## config.mk

```make
export PLATFORM = sky130hd
export DESIGN_NAME = wallace_mac_acc
export DESIGN_NICKNAME = d
export VERILOG_FILES = /design/src/rtl/wallace_mac_acc.sv
export SDC_FILE = /design/constraint.sdc
export NUM_CORES = 1
export LEC_CHECK = 0
export CORE_MARGIN = 4
export CORE_UTILIZATION = 50
export DETAILED_ROUTE_END_ITERATION = 7
export GPL_ROUTABILITY_DRIVEN = 0
export PLACE_DENSITY = 0.83
export SETUP_SLACK_MARGIN = 0.02
export SLEW_MARGIN = 10
export SYNTH_ARGS = -nofsm -noshare
export SYNTH_HDL_FRONTEND = slang
export SYNTH_SLANG_ARGS = --single-unit
```

## constraint.sdc

```tcl
create_clock -name clk -period 2.74 [get_ports clk]
set_input_delay 0.274 -clock clk [delete_from_list [all_inputs] [get_ports clk]]
set_output_delay 0.274 -clock clk [all_outputs]
set_load 0.1 [all_outputs]
```

## src/rtl/wallace_mac_acc.sv

```systemverilog
// wallace_mac_acc
// Accumulates a fixed window of COUNT unsigned 32-bit products (from
// wallace_16bit.Z) into a saturating ACC_W-bit sum and presents the window
// total on a valid/ready output. It holds that total until the consumer
// takes it.
//
// Ports:
//   clk, rst_n          clock, async active-low reset
//   clr                 synchronous clear of the current window / pending result
//   z_in-side:  Z_in, in_valid, in_ready   product input handshake
//   out-side:   acc_out, ovf, out_valid, out_ready   window result handshake
module wallace_mac_acc #(
    parameter int ACC_W = 40,
    parameter int COUNT = 4
) (
    input  logic             clk,
    input  logic             rst_n,
    input  logic             clr,
    input  logic [31:0]      Z_in,
    input  logic             in_valid,
    output logic             in_ready,
    output logic [ACC_W-1:0] acc_out,
    output logic             out_valid,
    input  logic             out_ready,
    output logic             ovf
);

    typedef enum logic {ACCUM = 1'b0, HOLD = 1'b1} state_t;

    localparam logic [7:0] LAST = 8'(COUNT - 1);

    state_t           state, state_nxt;
    logic [ACC_W-1:0] acc, acc_nxt;
    logic [7:0]       cnt, cnt_nxt;
    logic             sat, sat_nxt;
    logic [ACC_W-1:0] acc_out_q, acc_out_nxt;
    logic             ovf_q, ovf_nxt;
    logic             out_valid_q, out_valid_nxt;

    // One extra bit on the adder so the carry-out is the overflow flag.
    logic [ACC_W:0]   sum;
    logic             step_ovf;
    logic [ACC_W-1:0] sum_sat;
    logic             accept;

    assign sum      = {1'b0, acc} + {{(ACC_W-31){1'b0}}, Z_in};
    assign step_ovf = sum[ACC_W];
    assign sum_sat  = step_ovf ? {ACC_W{1'b1}} : sum[ACC_W-1:0];

    // in_ready decodes the state register only, so no combinational path
    // runs from in_valid or out_ready.
    assign in_ready  = (state == ACCUM);
    assign accept    = in_valid && in_ready;
    assign acc_out   = acc_out_q;
    assign ovf       = ovf_q;
    assign out_valid = out_valid_q;

    always_ff @(posedge clk or negedge rst_n) begin
        if (!rst_n) begin
            state       <= ACCUM;
            acc         <= '0;
            cnt         <= '0;
            sat         <= 1'b0;
            acc_out_q   <= '0;
            ovf_q       <= 1'b0;
            out_valid_q <= 1'b0;
        end else begin
            state       <= state_nxt;
            acc         <= acc_nxt;
            cnt         <= cnt_nxt;
            sat         <= sat_nxt;
            acc_out_q   <= acc_out_nxt;
            ovf_q       <= ovf_nxt;
            out_valid_q <= out_valid_nxt;
        end
    end

    always_comb begin
        state_nxt     = state;
        acc_nxt       = acc;
        cnt_nxt       = cnt;
        sat_nxt       = sat;
        acc_out_nxt   = acc_out_q;
        ovf_nxt       = ovf_q;
        out_valid_nxt = out_valid_q;

        if (clr) begin
            // A product offered in the same cycle is dropped. acc_out keeps
            // its stale value because it is only meaningful with out_valid.
            state_nxt     = ACCUM;
            acc_nxt       = '0;
            cnt_nxt       = '0;
            sat_nxt       = 1'b0;
            ovf_nxt       = 1'b0;
            out_valid_nxt = 1'b0;
        end else begin
            case (state)
                ACCUM: begin
                    if (accept) begin
                        if (cnt == LAST) begin
                            acc_out_nxt   = sum_sat;
                            ovf_nxt       = sat | step_ovf;
                            out_valid_nxt = 1'b1;
                            acc_nxt       = '0;
                            cnt_nxt       = '0;
                            sat_nxt       = 1'b0;
                            state_nxt     = HOLD;
                        end else begin
                            acc_nxt = sum_sat;
                            cnt_nxt = cnt + 8'd1;
                            sat_nxt = sat | step_ovf;
                        end
                    end
                end
                HOLD: begin
                    if (out_ready) begin
                        out_valid_nxt = 1'b0;
                        state_nxt     = ACCUM;
                    end
                end
                default: state_nxt = ACCUM;
            endcase
        end
    end

endmodule

```

==> flow_metrics.tcl <==
set metrics [dict create \
    outcome "finished with violations" \
    failed_checks "negative setup slack" \
    place_ws_ps -705 \
    critPathKind "reg2reg" \
    synth_edf_count 0 \
    synth_top_area_share_pct 40.5 \
    synth.most_common_cell "dfrtp_1" \
    cpPeakStageDelay_ps 470 \
    die_area_um2 13100 \
    path_cells "ha_4, buf_6, o211ai_4, o211ai_2, nand3_4, a2111oi_4, nor3_4, o31a_1, or4_4, a31oi_1" \
    numClockSinks 92 \
    drt_iter0_drc 671 \
    synth-seq-cells 92 \
    end_kind "register" \
    clk_pin_slew_ps 70 \
    fmax_ghz 0.333 \
    final_util_pct 77.0 \
    die_w_um 115 \
    synthFlopType "dfrtp_1" \
    max_slew_margin_pct 21.8 \
    synth_common_cells "92 x dfrtp_1, 87 x nand2_1, 70 x o21ai_0, 68 x nor2_1, 50 x a21oi_1" \
    layout-drive-gt1-share_pct 34.7 \
    synth_cell_types 61 \
    clk_latency_ps 360 \
    rsz0062_at_grt "true" \
    via_per_inst 6.40 \
    hpwl_mm 12.1 \
    antenna_left 0 \
    drc 0 \
    ys_async_sr_fraction_pct 100 \
    setup_ws_ps -259 \
    max_cap_viol_count 0 \
    synth_top_cell_by_area "dfrtp_1" \
    dr_total_vias 6348 \
    power_w 0.00647 \
    synthCells 653 \
    portBuffers 79 \
    synth_fp_nets 724 \
    wire_per_inst_um 21.3 \
    power_density_nw_per_um2 766 \
    die_h_um 115 \
    finClkSkew_ps 11.2 \
    antenna_found_initial 0 \
    critPathRequiredTime_ps 3000 \
    min-delay-path-class "in2async" \
    synth_top_cells_by_area "dfrtp_1 41%, ha_1 7.3%, o21ai_0 6.2%" \
    cts_tree "yes" \
    ys_warn_count 0 \
    avgSynthCellArea_um2 8.70 \
    grt_usage_pct 28.8 \
    row_count 38 \
    tightest_slew_ps 1170 \
    setup_viol 55 \
    grt_first_pass_wirelength_mm 30.0 \
    min_period_ps 3000 \
    period_share_pct 109 \
    grt_max_degree 52 \
    drv_slew 0 \
    ios 80 \
    hold_violations 0 \
    cp-start-kind "register" \
    clock_path_buffers 2 \
    syn_area_um2 5680 \
    cp.arrival_ps 3260 \
    htreeDepth 3 \
    p_leak_nw 3.81 \
    synth-seq-area-share_pct 40.5 \
    dr.pass1.iters 5 \
    cts_made_buffers 9 \
    clockRootBuffer "clkbuf_16" \
    fin_nets 918 \
    slowest_stage "or4_4" \
    grt-ovfl-total 0 \
    irDropWorstVdd_uv 512 \
    initial_core_util_pct 51.8 \
    coreArea_um2 11000 \
    worstPathMaxFanout 5 \
    routed_wl_mm 21.1 \
    grt_pass1_vias 6217 \
    areaGrowthSynthToFinish_pct 48.8 \
    n_antenna_cell 0 \
]
==> metal layers <==
layer / wire length, um / vias to the layer above / global-route usage, %
met3: 1880 / 118 / 6.50
met5: 0 / - / 0
li1: - / 2764 / -
met2: 10400 / 447 / 48.9
met1: 7760 / 3019 / 33.7
met4: 1100 / 0 / 15.7
==> stage by stage <==
stage,instances,instance area [um^2],TNS (ps),hold WS [ps]
finish,992,8460,-3640,452
global route,992,8460,-9710,504
CTS,976,7910,-1570,485
detailed placement,945,7270,-37560,318
global placement,945,7270,-30250,299
floorplan,653,5700,0,-21.6
==> cell type report <==
| type | instances | area, um^2 |
|---|---|---|
| well taps | 140 | 175 |
| inverters | 15 | 56.3 |
| fillers | 617 | 2530 |
| clock buffers | 12 | 246 |
| flip-flops and latches | 92 | 2300 |
| clock inverters | 4 | 48.8 |
| repair buffers | 213 | 1820 |
| multi-input cells | 516 | 3800 |
==> logic make-up (layout without fill, tap and decap cells) <==
family / after synthesis / in the layout / share of synthesized area (%)
AOI/OAI and AO/OA: 222 / 222 / 25.0
xor gates and xnor gates: 29 / 29 / 4.47
adders and majority gates: 34 / 34 / 7.62
buffers and inverters: 46 / 244 / 3.15
DFF: 92 / 92 / 40.5
muxes: 6 / 6 / 1.17
and+or+nand+nor: 224 / 225 / 18.0
==> registers in the layout, indices dropped and copies added (netlist names) <==
signal	cells
cnt	8
ovf	1
sat	1
state	1
out_valid	1
acc_out	40
acc	40
==> layout by cell type, fill, tap and decap left out, drive strengths merged, types with 10 or more instances in the layout <==
master | Yosys | final
nand3 | 10 | 10
clkbuf | 26 | 12
o211ai | 16 | 16
o21ai | 73 | 73
nand4 | 14 | 14
clkdlybuf4s50 | 0 | 33
a31oi | 10 | 10
dfrtp | 92 | 92
xor2 | 11 | 11
inv | 15 | 15
ha | 33 | 33
nand2 | 87 | 87
a21o | 13 | 13
xnor2 | 18 | 18
nor2 | 69 | 70
buf | 5 | 177
a21oi | 50 | 50
==> power by group <==
group	internal, W	switching [W]
clock	0.000732	0.000567
sequential	0.00157	0.000159
combinational	0.00117	0.00227
==> timing repair <==
action / 4_1_cts / 5_1_grt
gates resized for setup: 52 / 122
cloned: 1 / 1
setup buffers: 13 / 15
setup endpoints to repair: 82 / 82
hold buffers: 1 / 0
hold endpoints to repair: 41 / 0
pin swaps: 24 / 48
==> final timing paths <==
path	slack, ps	from	endpoint	cells past startpoint
hold / removal	450	rst_n	acc_out[11]	2
hold reg to reg	480	acc[15]	acc[15]	2
max in group asynchronous	1560	rst_n	acc[36]	3
min in group clk	480	acc[15]	acc[15]	2
setup reg to reg	-260	acc[3]	acc_out[35]	10
setup / recovery	-260	acc[3]	acc_out[35]	10
==> critical path, delay by kind of cell (launching register included) <==
| kind | cells | cell delay (ps) |
|---|---|---|
| compound gates | 5 | 1390 |
| simple gates | 3 | 680 |
| flops | 1 | 420 |
| fa+ha+maj | 1 | 300 |
| buf+inv | 1 | 100 |
Note: power is estimated with default switching activity, not from simulation.
